### config.mk
export PLATFORM = sky130hd
export DESIGN_NAME = spi_master_sequencer_flat
export DESIGN_NICKNAME = d
export VERILOG_FILES = /design/src/rtl/spi_master_sequencer_if.sv /design/src/rtl/spi_master_sequencer.sv /design/src/flat_wrapper.sv
export SDC_FILE = /design/constraint.sdc
export NUM_CORES = 1
export LEC_CHECK = 0
export ABC_AREA = 1
export CAP_MARGIN = 20
export CELL_PAD_IN_SITES_DETAIL_PLACEMENT = 1
export CELL_PAD_IN_SITES_GLOBAL_PLACEMENT = 2
export CORE_MARGIN = 2
export CORE_UTILIZATION = 30
export CTS_BUF_LIST = sky130_fd_sc_hd__clkbuf_8
export CTS_CLUSTER_DIAMETER = 120
export DETAILED_ROUTE_END_ITERATION = 8
export HOLD_SLACK_MARGIN = 0.03
export PLACE_DENSITY = 0.77
export SETUP_SLACK_MARGIN = 0.15
export SYNTH_ARGS = -nofsm -noshare
export SYNTH_HDL_FRONTEND = slang
export SYNTH_SLANG_ARGS = --single-unit
### constraint.sdc
create_clock -name sys_clk -period 2.7 [get_ports sys_clk]
set_clock_uncertainty 0.15 [all_clocks]
set_input_delay 0.405 -clock sys_clk [delete_from_list [all_inputs] [get_ports sys_clk]]
set_output_delay 0.405 -clock sys_clk [all_outputs]
set_load 0.03 [all_outputs]
### src/rtl/spi_master_sequencer_if.sv
// Valid/ready streams between protocol logic and the SPI sequencer.
// slave: sequencer side; master: producer/consumer side.
interface spi_master_sequencer_if #(
  parameter int NUM_DATA_BITS = 8
);
  logic                     tx_valid;
  logic                     tx_ready;
  logic [NUM_DATA_BITS-1:0] tx_data;
  logic                     tx_last;
  logic                     rx_valid;
  logic                     rx_ready;
  logic [NUM_DATA_BITS-1:0] rx_data;
  logic                     rx_last;

  modport master (
    output tx_valid, tx_data, tx_last,
    input  tx_ready,
    input  rx_valid, rx_data, rx_last,
    output rx_ready
  );

  modport slave (
    input  tx_valid, tx_data, tx_last,
    output tx_ready,
    output rx_valid, rx_data, rx_last,
    input  rx_ready
  );
endinterface

### src/rtl/spi_master_sequencer.sv
// One-in-flight SPI transaction sequencer with RX FIFO and last tagging.
// Optional watchdog on the driver response: define SPI_SEQ_TIMEOUT_EN.
module spi_master_sequencer #(
  parameter int NUM_DATA_BITS  = 8,
  parameter int RX_FIFO_DEPTH  = 4,
  parameter int TIMEOUT_CYCLES = 1024
) (
  input  logic                     sys_clk,
  input  logic                     rst_n,
  spi_master_sequencer_if.slave    s_if,
  output logic                     busy,
  output logic                     timeout_err,
  output logic                     drv_comm_start,
  output logic [NUM_DATA_BITS-1:0] drv_mosi_data,
  input  logic                     drv_bus_ready,
  input  logic                     drv_miso_new_data,
  input  logic [NUM_DATA_BITS-1:0] drv_miso_data
);
  localparam int AW = $clog2(RX_FIFO_DEPTH);

  if (RX_FIFO_DEPTH < 2 ||
      (RX_FIFO_DEPTH & (RX_FIFO_DEPTH - 1)) != 0 ||
      TIMEOUT_CYCLES < 2) begin : g_bad_cfg
    $error("spi_master_sequencer: bad parameters");
  end

  typedef enum logic [1:0] {
    IDLE, START, WAIT_DATA, WAIT_READY
  } state_t;

  state_t                   r_state;
  state_t                   w_state_nx;
  logic [NUM_DATA_BITS:0]   r_mem [RX_FIFO_DEPTH];
  logic [AW-1:0]            r_wr_ptr;
  logic [AW-1:0]            r_rd_ptr;
  logic [AW:0]              r_count;
  logic                     r_last_q;
  logic                     r_busy;
  logic [NUM_DATA_BITS-1:0] r_mosi;
  logic                     w_full;
  logic                     w_accept;
  logic                     w_push;
  logic                     w_pop;
  logic                     w_done;
  logic                     w_tmo;

  assign w_full = r_count == (AW+1)'(RX_FIFO_DEPTH);

  // Gated by rst_n so the stream looks idle while reset is held.
  assign s_if.tx_ready = rst_n && (r_state == IDLE)
                      && drv_bus_ready && !w_full;
  assign s_if.rx_valid = r_count != '0;
  assign {s_if.rx_last, s_if.rx_data} =
    s_if.rx_valid ? r_mem[r_rd_ptr] : '0;
  assign w_pop = s_if.rx_valid && s_if.rx_ready;

  assign drv_comm_start = r_state == START;
  assign drv_mosi_data  = r_mosi;
  assign busy           = r_busy;

  always_comb begin
    w_state_nx = r_state;
    w_accept   = 1'b0;
    w_push     = 1'b0;
    w_done     = 1'b0;
    case (r_state)
      IDLE: begin
        if (s_if.tx_valid && s_if.tx_ready) begin
          w_accept   = 1'b1;
          w_state_nx = START;
        end
      end
      START: w_state_nx = WAIT_DATA;
      WAIT_DATA: begin
        if (drv_miso_new_data) begin
          w_push     = 1'b1;
          w_state_nx = WAIT_READY;
        end else if (w_tmo) begin
          w_state_nx = WAIT_READY;
        end
      end
      WAIT_READY: begin
        if (drv_bus_ready) begin
          w_done     = 1'b1;
          w_state_nx = IDLE;
        end
      end
      default: w_state_nx = IDLE;
    endcase
  end

  always_ff @(posedge sys_clk or negedge rst_n) begin
    if (!rst_n) begin
      r_state  <= IDLE;
      r_busy   <= 1'b0;
      r_last_q <= 1'b0;
      r_mosi   <= '0;
    end else begin
      r_state <= w_state_nx;
      if (w_accept) begin
        r_mosi   <= s_if.tx_data;
        r_last_q <= s_if.tx_last;
        r_busy   <= 1'b1;
      end else if (w_done || w_tmo) begin
        r_busy <= 1'b0;
      end
    end
  end

  always_ff @(posedge sys_clk or negedge rst_n) begin
    if (!rst_n) begin
      r_wr_ptr <= '0;
      r_rd_ptr <= '0;
      r_count  <= '0;
    end else begin
      if (w_push)
        r_wr_ptr <= r_wr_ptr + AW'(1);
      if (w_pop)
        r_rd_ptr <= r_rd_ptr + AW'(1);
      if (w_push && !w_pop)
        r_count <= r_count + (AW+1)'(1);
      else if (!w_push && w_pop)
        r_count <= r_count - (AW+1)'(1);
    end
  end

  always_ff @(posedge sys_clk) begin
    if (w_push)
      r_mem[r_wr_ptr] <= {r_last_q, drv_miso_data};
  end

`ifdef SPI_SEQ_TIMEOUT_EN
  localparam int TW = $clog2(TIMEOUT_CYCLES + 1);

  logic [TW-1:0] r_tcnt;
  logic          r_tmo_err;

  // Fires on the cycle the count would reach the limit.
  assign w_tmo = (r_state == WAIT_DATA) && !drv_miso_new_data
              && (r_tcnt == TW'(TIMEOUT_CYCLES - 1));
  assign timeout_err = r_tmo_err;

  always_ff @(posedge sys_clk or negedge rst_n) begin
    if (!rst_n) begin
      r_tcnt    <= '0;
      r_tmo_err <= 1'b0;
    end else begin
      if (w_accept)
        r_tcnt <= '0;
      else if (r_state == START || r_state == WAIT_DATA)
        r_tcnt <= r_tcnt + TW'(1);
      if (w_accept)
        r_tmo_err <= 1'b0;
      else if (w_tmo)
        r_tmo_err <= 1'b1;
    end
  end
`else
  assign w_tmo       = 1'b0;
  assign timeout_err = 1'b0;
`endif

endmodule

### src/flat_wrapper.sv
// flat-port wrapper written by rule: the top's interface ports become plain ports
module spi_master_sequencer_flat 
#(
  parameter int NUM_DATA_BITS  = 8,
  parameter int RX_FIFO_DEPTH  = 4,
  parameter int TIMEOUT_CYCLES = 1024
)
  (sys_clk, rst_n, busy, timeout_err, drv_comm_start, drv_mosi_data, drv_bus_ready, drv_miso_new_data, drv_miso_data, s_if_tx_valid, s_if_tx_data, s_if_tx_last, s_if_tx_ready, s_if_rx_valid, s_if_rx_data, s_if_rx_last, s_if_rx_ready);
  spi_master_sequencer_if #(.NUM_DATA_BITS(NUM_DATA_BITS)) s_if_i ();
  input  logic sys_clk;
  input  logic rst_n;
  output logic busy;
  output logic timeout_err;
  output logic drv_comm_start;
  output logic [NUM_DATA_BITS-1:0] drv_mosi_data;
  input  logic drv_bus_ready;
  input  logic drv_miso_new_data;
  input  logic [NUM_DATA_BITS-1:0] drv_miso_data;
  input wire logic [$bits(s_if_i.tx_valid)-1:0] s_if_tx_valid;
  input wire logic [$bits(s_if_i.tx_data)-1:0] s_if_tx_data;
  input wire logic [$bits(s_if_i.tx_last)-1:0] s_if_tx_last;
  output wire logic [$bits(s_if_i.tx_ready)-1:0] s_if_tx_ready;
  output wire logic [$bits(s_if_i.rx_valid)-1:0] s_if_rx_valid;
  output wire logic [$bits(s_if_i.rx_data)-1:0] s_if_rx_data;
  output wire logic [$bits(s_if_i.rx_last)-1:0] s_if_rx_last;
  input wire logic [$bits(s_if_i.rx_ready)-1:0] s_if_rx_ready;
  assign s_if_i.tx_valid = s_if_tx_valid;
  assign s_if_i.tx_data = s_if_tx_data;
  assign s_if_i.tx_last = s_if_tx_last;
  assign s_if_tx_ready = s_if_i.tx_ready;
  assign s_if_rx_valid = s_if_i.rx_valid;
  assign s_if_rx_data = s_if_i.rx_data;
  assign s_if_rx_last = s_if_i.rx_last;
  assign s_if_i.rx_ready = s_if_rx_ready;
  spi_master_sequencer #(.NUM_DATA_BITS(NUM_DATA_BITS), .RX_FIFO_DEPTH(RX_FIFO_DEPTH), .TIMEOUT_CYCLES(TIMEOUT_CYCLES)) u_core (.sys_clk(sys_clk), .rst_n(rst_n), .s_if(s_if_i), .busy(busy), .timeout_err(timeout_err), .drv_comm_start(drv_comm_start), .drv_mosi_data(drv_mosi_data), .drv_bus_ready(drv_bus_ready), .drv_miso_new_data(drv_miso_new_data), .drv_miso_data(drv_miso_data));
endmodule
# Word-level counts from Yosys, hierarchy flattened
# Memory sizes are Yosys's and may differ from the RTL's.
# Index checks and enable logic that the tools add are counted.
# classes
n_eq_ne	7
n_mux	17
reduce_logical	15
n_addsub	4
# ops
cell	n
1-bit two-way mux	10
9-bit two-way mux	1
2-bit case mux with 4 select lines	1
1-bit logical AND	7
2-bit two-way mux	3
3-bit two-way mux	2
2-bit inequality test (second input constant)	3
2-bit by 1-bit adder with 2-bit output (second input constant)	2
2-bit equality test (second input constant)	2
2-bit nonzero test	2
3-bit by 1-bit adder with 3-bit output (second input constant)	1
3-bit equality test (second input constant)	1
1-bit zero test	3
3-bit AND reduction	1
3-bit nonzero test	1
3-bit by 1-bit subtractor with 3-bit output (second input constant)	1
2-bit by 1-bit equality test with 1-bit output (second input constant)	1
2-bit zero test	1
# totals
n_memories	1
inputBits	23
output_inout_bits	22
regBits	19
ramBits	36
word_cells	51
# memory_table
name	depth	word_bits	read_ports	rd_ports_with_merged_regs	write_ports	line	source
u_core.r_mem	4	9	1	0	1	spi_master_sequencer.sv:33	logic [NUM_DATA_BITS:0] r_mem [RX_FIFO_DEPTH];

# Logic depth before layout (Yosys ltp)
# Gate-level depths: netlist of the first run.
# logic_depth
depth_word	8
mapped_depth	10
mapped_depth_nobuf	10

# Worst setup path after synthesis of the first run
# OpenSTA, ideal clock, no wires.
# synth_path
path_type	flip-flop to flip-flop
startpoint	reg u_core.r_state[0]
endpoint	reg u_core.r_count[2]
t_required_ns	2.419
setup_ns	0.131
path_stages_with_launch	11
t_arrival_ns	1.756
path_slack_ns	0.663
path_cell_list	dfrtp_1 inv_1 ha_1 nand2_1 inv_1 ha_1 inv_1 fa_1 a21oi_1 o21ai_0 xor2_1
# synth_between
elab_chain_cells	5
word_cells_on_any_way	7
classes_between	eq/ne: 1; mux: 2; reduce/logical: 4
# synth_rtl
item	line	source
start: declaration	spi_master_sequencer.sv:31	state_t r_state;
start signal: assignment	spi_master_sequencer.sv:99	r_state <= w_state_nx;
2-bit equality test (*)	spi_master_sequencer.sv:66	case (r_state)
1-bit two-way mux (*)	spi_master_sequencer.sv:66	
via u_core.w_push	spi_master_sequencer.sv:42	logic w_push;
1-bit zero test	spi_master_sequencer.sv:122	else if (!w_push && w_pop)
1-bit logical AND	spi_master_sequencer.sv:122	
2-bit nonzero test (no line)	--	
end signal: assignment	spi_master_sequencer.sv:121	r_count <= r_count + (AW+1)'(1);
end signal: assignment	spi_master_sequencer.sv:123	r_count <= r_count - (AW+1)'(1);
end: declaration	spi_master_sequencer.sv:36	logic [AW:0] r_count;
# The timed path passes the listed nets; every way through them passes the cells marked *.
# A chain may end at the register's enable or synchronous reset.

# Worst setup path after layout of the first run
# layout_path
startpoint	reg u_core.r_count[1]
endpoint	out s_if_rx_data[7]
# layout_between
elab_chain_cells	2
# layout_rtl
item	line	source
3-bit nonzero test	spi_master_sequencer.sv:52	assign s_if.rx_valid = r_count != '0;
9-bit two-way mux	spi_master_sequencer.sv:54	s_if.rx_valid ? r_mem[r_rd_ptr] : '0;
end: declaration	flat_wrapper.sv:24	output wire logic [$bits(s_if_i.rx_data)-1:0] s_if_rx_data;
# Every way passes these cells.

==> report_table.html, run 1 <==
<table>
<tr><th>Metric</th><th>Value</th></tr>
<tr><th colspan="2">Detailed routing</th></tr>
<tr><td>Post-route DRC</td><td>0</td></tr>
<tr><td>Length of the first detailed-routing pass in iterations</td><td>4</td></tr>
<tr><td>Number of DRC violations after detailed-routing iteration 0</td><td>46</td></tr>
<tr><td>Routed wire length</td><td>around 5000 µm</td></tr>
<tr><td>Routed length per placed instance</td><td>13.25 µm</td></tr>
<tr><td>Vias after detailed routing</td><td>1648</td></tr>
<tr><td>Via density</td><td>4.348</td></tr>
<tr><td>Antenna viol nets, final</td><td>0</td></tr>
<tr><th colspan="2">Synthesis</th></tr>
<tr><td>Cell types with the highest counts after synthesis</td><td>43 x nor2_1, 36 x edfxtp_1, 24 x inv_1</td></tr>
<tr><td>Asr flop ratio synth</td><td>34.55%</td></tr>
<tr><td>Most frequent cell after synthesis</td><td>nor2_1</td></tr>
<tr><td>Cell type with the highest aggregate area in the netlist</td><td>edfxtp_1</td></tr>
<tr><td>Instance count of the mapped netlist</td><td>221</td></tr>
<tr><td>Number of enable flip-flop cells after synthesis</td><td>36</td></tr>
<tr><td>Main area contributors after synthesis</td><td>edfxtp_1 45%, dfrtp_1 20%, nor2_1 6.8%</td></tr>
<tr><td>Number of distinct standard cells referenced by the synthesized netlist</td><td>26</td></tr>
<tr><td>Register area share after synthesis</td><td>65.17%</td></tr>
<tr><td>Synthesized area per cell</td><td>10.81 µm²</td></tr>
<tr><td>Number of synthesized register bits</td><td>55</td></tr>
<tr><td>Share of Yosys cell area claimed by the top area cell type</td><td>45.26%</td></tr>
<tr><td>Post-Syn Nets</td><td>254</td></tr>
<tr><td>Yosys synthesis warning count</td><td>0</td></tr>
<tr><td>Combined area of all synthesized cells</td><td>2389 µm²</td></tr>
<tr><td>Leading register cell type out of synthesis</td><td>edfxtp_1</td></tr>
<tr><th colspan="2">Critical path</th></tr>
<tr><td>Worst Path Arrival</td><td>1.82 ns</td></tr>
<tr><td>Cell class contributing the biggest share of worst-path delay</td><td>buffers and inverters</td></tr>
<tr><td>Maximum cell stage delay along the critical path</td><td>approximately 0.42 ns</td></tr>
<tr><td>Worst setup EP type</td><td>output port</td></tr>
<tr><td>Max Fanout on Critical Path</td><td>6</td></tr>
<tr><td>Kind of critical path</td><td>register to output port</td></tr>
<tr><td>Worst R2R End</td><td>u_core.r_count[2]</td></tr>
<tr><td>Crit path cell chain</td><td>clkinv_1 -&gt; nand3_2 -&gt; clkinv_1 -&gt; buf_4 -&gt; a21oi_1 -&gt; dlygate4sd2_1</td></tr>
<tr><td>Minimum setup slack among reg-to-reg paths</td><td>0.53 ns</td></tr>
<tr><td>Cell with the largest stage delay on the worst path</td><td>dlygate4sd2_1</td></tr>
<tr><td>Worst reg2reg path depth</td><td>10</td></tr>
<tr><td>Combined buffer and inverter count along the critical path</td><td>4</td></tr>
<tr><td>Dominant cell type by count on the critical path</td><td>clkinv_1</td></tr>
<tr><td>Startpoint of the worst register-to-register path</td><td>u_core.r_state[0]</td></tr>
<tr><td>Critical path data required time</td><td>2.14 ns</td></tr>
<tr><td>Crit start category</td><td>register</td></tr>
<tr><th colspan="2">Floorplanning</th></tr>
<tr><td>Total number of placement rows</td><td>32</td></tr>
<tr><td>Initial Util</td><td>between 30% and 40%</td></tr>
<tr><td>Overall die height</td><td>93.23 µm</td></tr>
<tr><td>Width of the die</td><td>between 90 and 100 µm</td></tr>
<tr><td>Total core area</td><td>7727 µm²</td></tr>
<tr><td>Count of boundary I/O pins</td><td>between 40 and 50</td></tr>
<tr><td>Die area</td><td>8692 µm²</td></tr>
<tr><th colspan="2">Placed design</th></tr>
<tr><td>Detailed-placement wirelength estimate</td><td>3663 µm</td></tr>
<tr><td>Port-buffer cells</td><td>43</td></tr>
<tr><td>Placer Congestion</td><td>0.7106</td></tr>
<tr><th colspan="2">Run status</th></tr>
<tr><td>Status</td><td>finished, final reports clean</td></tr>
<tr><th colspan="2">Timing</th></tr>
<tr><td>Achievable frequency</td><td>about 420 MHz</td></tr>
<tr><td>Finish-stage setup viols</td><td>0</td></tr>
<tr><td>Unrepaired setup endpoints after global routing</td><td>false</td></tr>
<tr><td>Final Max Slew Viols</td><td>0</td></tr>
<tr><td>Number of endpoints with negative hold slack in the final report</td><td>0</td></tr>
<tr><td>Accumulated negative setup slack</td><td>0 ns</td></tr>
<tr><td>Period minus WS final</td><td>2.376 ns</td></tr>
<tr><td>Final worst path period share</td><td>between 80% and 90%</td></tr>
<tr><th colspan="2">Power and ir drop</th></tr>
<tr><td>Standby leakage power</td><td>0.001270 µW</td></tr>
<tr><td>Maximum VDD drop</td><td>0.0003912 V</td></tr>
<tr><td>Switching part of the total power</td><td>roughly 42%</td></tr>
<tr><td>Net switching power of the design</td><td>between 1000 and 1500 µW</td></tr>
<tr><td>Cell internal power dissipation</td><td>1897 µW</td></tr>
<tr><td>Power share of the sequential group</td><td>a little under two fifths</td></tr>
<tr><td>Clock Power Share</td><td>a little over an eighth</td></tr>
<tr><td>Proportion of power drawn by combinational gates</td><td>49.2%</td></tr>
<tr><td>Total power</td><td>3292 µW</td></tr>
<tr><td>Power Density</td><td>1074 nW/µm²</td></tr>
<tr><th colspan="2">CTS</th></tr>
<tr><td>Number of buffers inserted during clock tree synthesis</td><td>5</td></tr>
<tr><td>TritonCTS clock tree</td><td>done</td></tr>
<tr><td>Later-pin clock latency in the skew report</td><td>0.30 ns</td></tr>
<tr><td>CTS H-Tree Depth</td><td>2</td></tr>
<tr><td>Number of hold buffers added after CTS</td><td>0</td></tr>
<tr><td>CTS Root Buffer Type</td><td>clkbuf_8</td></tr>
<tr><td>CTS max path bufs</td><td>2</td></tr>
<tr><td>CTS clk-pin slew, worst paths</td><td>0.10 ns</td></tr>
<tr><td>Post-CTS Setup Repair Bufs</td><td>0</td></tr>
<tr><td>CTS Sinks</td><td>55</td></tr>
<tr><th colspan="2">Layout</th></tr>
<tr><td>Fraction of final layout cells with drive strength greater than 1</td><td>9.386%</td></tr>
<tr><td>Layout Nets</td><td>309</td></tr>
<tr><td>Antenna diode count</td><td>0</td></tr>
<tr><td>Growth of design area from synthesis to finish</td><td>28.34%</td></tr>
<tr><td>Count of filler cells inserted in the layout</td><td>around 870</td></tr>
<tr><th colspan="2">GRT</th></tr>
<tr><td>Number of global-route vias before repair</td><td>1763</td></tr>
<tr><td>Aggregate global-route resource usage</td><td>12.81%</td></tr>
<tr><td>Residual overflow from global routing</td><td>0</td></tr>
<tr><td>Wire length of the first global-routing pass</td><td>between 8000 and 9000 µm</td></tr>
<tr><td>Antenna violations before repair</td><td>0</td></tr>
<tr><td>Maximum number of pins on one net before global-route repair</td><td>21</td></tr>
<tr><th colspan="2">Run</th></tr>
<tr><td>Maxcap violations</td><td>0</td></tr>
<tr><th colspan="2">Min path</th></tr>
<tr><td>Path category of the worst min-delay check</td><td>primary input to asynchronous set/reset pin</td></tr>
</table>
## registers in the layout, indices dropped and copies added, names as in the netlist
register and cells:
u_core.r_mem 36, u_core.r_rd_ptr 2, u_core.r_count 3, u_core.r_wr_ptr 2, u_core.drv_mosi_data 8, u_core.r_state 2
u_core.busy 1, u_core.r_last_q 1
## layer usage
layer	GRT usage [%]	vias to the layer above	wire length, µm
met5	0	-	0
met4	2.941	0	46
met3	3.465	7	298
met2	22.42	43	2422
met1	15.75	773	2251
li1	-	825	-
## cells by family after synthesis
group           Yosys count  synth area share [%]
flops                    55                 65.17
other cells               1                0.1570
buf+inv                  36                 6.548
fa+ha+maj                10                 5.553
simple gates             73                 12.26
xor+xnor                  4                 1.467
compound gates           42                 8.853
## cell usage in the layout, fill, tap and decap left out
cell type,n
nor2_2,1
o21ai_1,18
clkinv_1,3
o22ai_1,1
inv_1,25
inv_2,2
clkdlybuf4s50_1,33
dlygate4sd2_1,8
clkbuf_8,5
ha_1,9
clkinvlp_4,1
a21oi_1,12
buf_4,13
dfrtp_2,1
dlymetal6s2s_1,1
xnor2_1,1
dfrtp_1,18
nand2_2,1
nand2_1,22
fa_1,1
and2_1,1
conb_1,1
o21ai_0,11
nor2_1,43
nand3_1,4
clkinv_2,1
edfxtp_1,36
xor2_1,3
nand3_2,1
## cell type report
class / count / area, µm² / area share, %
clock buffer: 5 / 68.82 / 2.245
clock inverter: 3 / 16.27 / 0.5306
inverter: 29 / 108.9 / 3.551
multi-input combinational: 130 / 675.6 / 22.04
sequential: 55 / 1558 / 50.82
tap: 102 / 127.6 / 4.163
timing repair buffer: 55 / 510.5 / 16.65
## worst max-delay path by stage
stage,from,to,slack (ns),cells past startpoint
6_report,u_core.r_count[1],s_if_rx_data[7],0.32,6
5_1_grt,u_core.r_count[1],s_if_rx_data[7],0.15,6
4_1_cts,u_core.r_rd_ptr[0],s_if_rx_data[4],0.02,6
3_5_place_dp,u_core.r_rd_ptr[0],s_if_rx_data[4],0.26,6
3_3_place_gp,u_core.r_rd_ptr[0],s_if_rx_data[0],0.33,6
2_1_floorplan,u_core.r_state[0],u_core.r_count[2],0.66,10
## through the flow
stage | area [µm²] | cells | hold slack [ns] | worst slack [ns] | util, %
floorplan | 2389 | 221 | -0.04059 | 0.6630 | -
global placement | 2987 | 371 | 0.3197 | 0.3349 | 38.65
detailed placement | 2987 | 371 | 0.3275 | 0.2610 | 38.65
CTS | 3063 | 379 | 0.3247 | 0.02197 | 39.64
global route | 3065 | 379 | 0.3264 | 0.1508 | 39.67
finish | 3065 | 379 | 0.3165 | 0.3239 | 39.67
## power groups by stage
stage               clock network (µW)  logic (µW)  registers, µW
finish                             438        1620           1230
global route                       485        1820           1270
CTS                                453        1660           1240
detailed placement                   0        1720           1250
global placement                     0        1700           1250
floorplan                            0         971           1340
## repair_timing
action                                  in CTS  in global routing
gates cloned                                 0                  0
gates resized for setup                      9                  1
hold endpoints to repair                     0                  0
pin swaps                                    0                  0
endpoints found under the setup margin       9                  1
(Power assumes the default switching activity.)
==> inputs of run 2 (changes only) <==
- CORE_ASPECT_RATIO: not set -> 2
- CORE_UTILIZATION: 30 -> 42
- DONT_BUFFER_PORTS: not set -> 1
- PLACE_DENSITY: 0.77 -> 0.85
==> report_table.html, run 2 (synthesized netlist as in run 1, its figures left out) <==
<table>
<tr><th>Metric</th><th>Value</th></tr>
<tr><th colspan="2">Run status</th></tr>
<tr><td>Status</td><td>finished, final reports clean</td></tr>
<tr><th colspan="2">Detailed routing</th></tr>
<tr><td>Post-route DRC</td><td>0 (unchanged)</td></tr>
<tr><td>Via density</td><td>5.211 (+20%)</td></tr>
<tr><td>Antenna viol nets, final</td><td>0 (unchanged)</td></tr>
<tr><td>Length of the first detailed-routing pass in iterations</td><td>4 (unchanged)</td></tr>
<tr><td>Number of DRC violations after detailed-routing iteration 0</td><td>45 (-2.2%)</td></tr>
<tr><td>Routed wire length</td><td>5090 µm (+1.4%)</td></tr>
<tr><td>Routed length per placed instance</td><td>16.53 µm (+25%)</td></tr>
<tr><td>Vias after detailed routing</td><td>1605 (-2.6%)</td></tr>
<tr><th colspan="2">Critical path</th></tr>
<tr><td>Max Fanout on Critical Path</td><td>9 (+3)</td></tr>
<tr><td>Maximum cell stage delay along the critical path</td><td>0.39 ns (-0.03 ns)</td></tr>
<tr><td>Worst setup EP type</td><td>output port</td></tr>
<tr><td>Cell with the largest stage delay on the worst path</td><td>dfrtp_1</td></tr>
<tr><td>Worst reg2reg path depth</td><td>10 (unchanged)</td></tr>
<tr><td>Kind of critical path</td><td>register to output port</td></tr>
<tr><td>Worst Path Arrival</td><td>1.84 ns (+0.02 ns)</td></tr>
<tr><td>Combined buffer and inverter count along the critical path</td><td>3 (-1)</td></tr>
<tr><td>Crit start category</td><td>register</td></tr>
<tr><td>Crit path cell chain</td><td>clkinv_1 -&gt; nand3_2 -&gt; clkinv_1 -&gt; a21oi_1 -&gt; buf_4</td></tr>
<tr><td>Critical path data required time</td><td>2.14 ns (about the same)</td></tr>
<tr><td>Number of cells on the critical path</td><td>5 (-1)</td></tr>
<tr><td>Cell class contributing the biggest share of worst-path delay</td><td>buffers and inverters</td></tr>
<tr><td>Dominant cell type by count on the critical path</td><td>clkinv_1</td></tr>
<tr><th colspan="2">Floorplanning</th></tr>
<tr><td>Overall die height</td><td>110.7 µm (+19%)</td></tr>
<tr><td>Total core area</td><td>5468 µm² (-29%)</td></tr>
<tr><td>Count of boundary I/O pins</td><td>45 (unchanged)</td></tr>
<tr><td>Total number of placement rows</td><td>38 (+19%)</td></tr>
<tr><td>Width of the die</td><td>57.33 µm (-39%)</td></tr>
<tr><td>Initial Util</td><td>43.68% (+13 points)</td></tr>
<tr><td>Die area</td><td>6343 µm² (-27%)</td></tr>
<tr><th colspan="2">Power and ir drop</th></tr>
<tr><td>Power Density</td><td>1191 nW/µm² (+11%)</td></tr>
<tr><td>Proportion of power drawn by combinational gates</td><td>41.4% (-7.8 points)</td></tr>
<tr><td>Cell internal power dissipation</td><td>1854 µW (-2.3%)</td></tr>
<tr><td>Power share of the sequential group</td><td>42.1% (+4.6 points)</td></tr>
<tr><td>Switching part of the total power</td><td>43.23% (+0.84 points)</td></tr>
<tr><td>Maximum VDD drop</td><td>0.0008398 V (+110%)</td></tr>
<tr><td>Standby leakage power</td><td>0.001150 µW (-9.4%)</td></tr>
<tr><td>Total power</td><td>3266 µW (-0.80%)</td></tr>
<tr><td>Net switching power of the design</td><td>1412 µW (+1.2%)</td></tr>
<tr><td>Clock Power Share</td><td>16.4% (+3.1 points)</td></tr>
<tr><th colspan="2">Placed design</th></tr>
<tr><td>Placer Congestion</td><td>0.6975 (-1.8%)</td></tr>
<tr><td>Pre-CTS setup slack</td><td>0.4734 ns (+0.2124 ns)</td></tr>
<tr><td>Placed standard-cell area</td><td>2544 µm² (-15%)</td></tr>
<tr><td>Detailed-placement wirelength estimate</td><td>3676 µm (+0.36%)</td></tr>
<tr><td>Port-buffer cells</td><td>0 (-100%)</td></tr>
<tr><th colspan="2">GRT</th></tr>
<tr><td>Aggregate global-route resource usage</td><td>17.75% (+4.9 points)</td></tr>
<tr><td>Residual overflow from global routing</td><td>0 (unchanged)</td></tr>
<tr><td>Wire length of the first global-routing pass</td><td>8521 µm (-1.4%)</td></tr>
<tr><td>Maximum number of pins on one net before global-route repair</td><td>21 (unchanged)</td></tr>
<tr><td>Antenna violations before repair</td><td>0 (unchanged)</td></tr>
<tr><td>Number of global-route vias before repair</td><td>1769 (+0.34%)</td></tr>
<tr><th colspan="2">Min path</th></tr>
<tr><td>Path category of the worst min-delay check</td><td>primary input to register</td></tr>
<tr><td>Count of cells along the worst hold path</td><td>2</td></tr>
<tr><th colspan="2">CTS</th></tr>
<tr><td>CTS max path bufs</td><td>2 (unchanged)</td></tr>
<tr><td>CTS clk-pin slew, worst paths</td><td>0.09 ns (about the same)</td></tr>
<tr><td>CTS H-Tree Depth</td><td>2 (unchanged)</td></tr>
<tr><td>TritonCTS clock tree</td><td>done</td></tr>
<tr><td>Number of buffers inserted during clock tree synthesis</td><td>5 (unchanged)</td></tr>
<tr><td>CTS Sinks</td><td>55 (unchanged)</td></tr>
<tr><td>Later-pin clock latency in the skew report</td><td>0.31 ns (about the same)</td></tr>
<tr><td>CTS Root Buffer Type</td><td>clkbuf_8</td></tr>
<tr><th colspan="2">Layout</th></tr>
<tr><td>Largest reg by FF count</td><td>u_core.r_mem</td></tr>
<tr><td>Seq. cell area</td><td>1556 µm² (about the same)</td></tr>
<tr><td>Layout Nets</td><td>280 (-9.4%)</td></tr>
<tr><td>Multi-input logic area</td><td>675.6 µm² (unchanged)</td></tr>
<tr><td>Count of filler cells inserted in the layout</td><td>611 (-30%)</td></tr>
<tr><td>Most common cell after layout, fill and taps aside</td><td>nor2_1</td></tr>
<tr><td>Most used cells in the layout excluding fill and tap cells</td><td>43 x nor2_1, 36 x edfxtp_1, 24 x inv_1</td></tr>
<tr><td>Design area</td><td>2741 µm² (-11%)</td></tr>
<tr><td>Antenna diode count</td><td>0 (unchanged)</td></tr>
<tr><td>Flip-flop count of the largest register, all copies and words added</td><td>36 (unchanged)</td></tr>
<tr><td>Fraction of final layout cells with drive strength greater than 1</td><td>11.69% (+2.3 points)</td></tr>
<tr><td>Growth of design area from synthesis to finish</td><td>14.77%</td></tr>
<tr><th colspan="2">Timing</th></tr>
<tr><td>Unrepaired setup endpoints after global routing</td><td>false</td></tr>
<tr><td>Accumulated negative setup slack</td><td>0 ns (unchanged)</td></tr>
<tr><td>Number of endpoints with negative hold slack in the final report</td><td>0 (unchanged)</td></tr>
<tr><td>Final Hold Slack</td><td>0.06521 ns (-0.2513 ns)</td></tr>
<tr><td>Final worst path period share</td><td>88.84% (+0.83 points)</td></tr>
<tr><td>Period minus WS final</td><td>2.399 ns (+0.02247 ns)</td></tr>
<tr><td>Finish-stage setup viols</td><td>0 (unchanged)</td></tr>
<tr><td>Slew at the pin closest to its max-slew limit</td><td>a little over 0.9 ns</td></tr>
<tr><td>Achievable frequency</td><td>416.9 MHz (-0.94%)</td></tr>
<tr><td>Final Max Slew Viols</td><td>0 (unchanged)</td></tr>
<tr><td>Worst slew margin relative to its limit</td><td>39.17%</td></tr>
<tr><td>Final setup margin</td><td>0.3014 ns (-0.02247 ns)</td></tr>
<tr><th colspan="2">Run</th></tr>
<tr><td>Maxcap violations</td><td>0 (unchanged)</td></tr>
</table>
-- run 2: through the flow --
| stage | instances | util (%) |
|---|---|---|
| 6_report | 308 | 50.14 |
| 2_1_floorplan | 221 | - |
| 5_1_grt | 308 | 50.14 |
| 4_1_cts | 308 | 50.14 |
| 3_3_place_gp | 291 | 46.52 |
| 3_5_place_dp | 291 | 46.52 |
-- run 2: what timing repair did --
item	in CTS	in global routing
resized for setup	0	0
setup buffers	0	0
hold buffers	9	0
endpoints found under the hold margin	51	0
-- run 2: layout make-up --
class | instances | area share (%)
flip-flops and latches | 55 | 56.78
multi-input cells | 130 | 24.65
repair buffers | 26 | 7.942
inverters | 29 | 3.971
well taps | 60 | 2.738
clock buffers | 5 | 2.510
clock inverters | 3 | 1.415
-- run 2: per-layer routing --
metal | part of all wire (%) | track usage [%] | up-vias
met2 | 59 | 32.95 | 40
met5 | 0 | 0 | -
met3 | 3.9 | 3.501 | 5
li1 | - | - | 770
met1 | 35 | 18.71 | 790
met4 | 1.7 | 7.132 | 0
-- run 2: path summary, 6_finish.rpt --
kind | startpoint | end | slack (ns)
setup / recovery | u_core.r_count[1] | s_if_rx_data[4] | 0.30
hold / removal | s_if_tx_data[4] | u_core.drv_mosi_data[4] | 0.07
setup reg to reg | u_core.r_state[0] | u_core.r_count[2] | 0.42
hold reg to reg | u_core.r_last_q | u_core.r_mem[3][8] | 0.39
max in group asynchronous | rst_n | u_core.r_rd_ptr[1] | 1.33
min in group asynchronous | rst_n | u_core.busy | 0.51
-- run 2: power by group through the flow --
stage	combinational [µW]	clock [µW]	sequential [µW]
final	1350	537	1380
after global routing	1510	580	1400
after CTS	1390	554	1380
after global placement	1320	0	1380
after detailed placement	1360	0	1400
after floorplan	971	0	1340
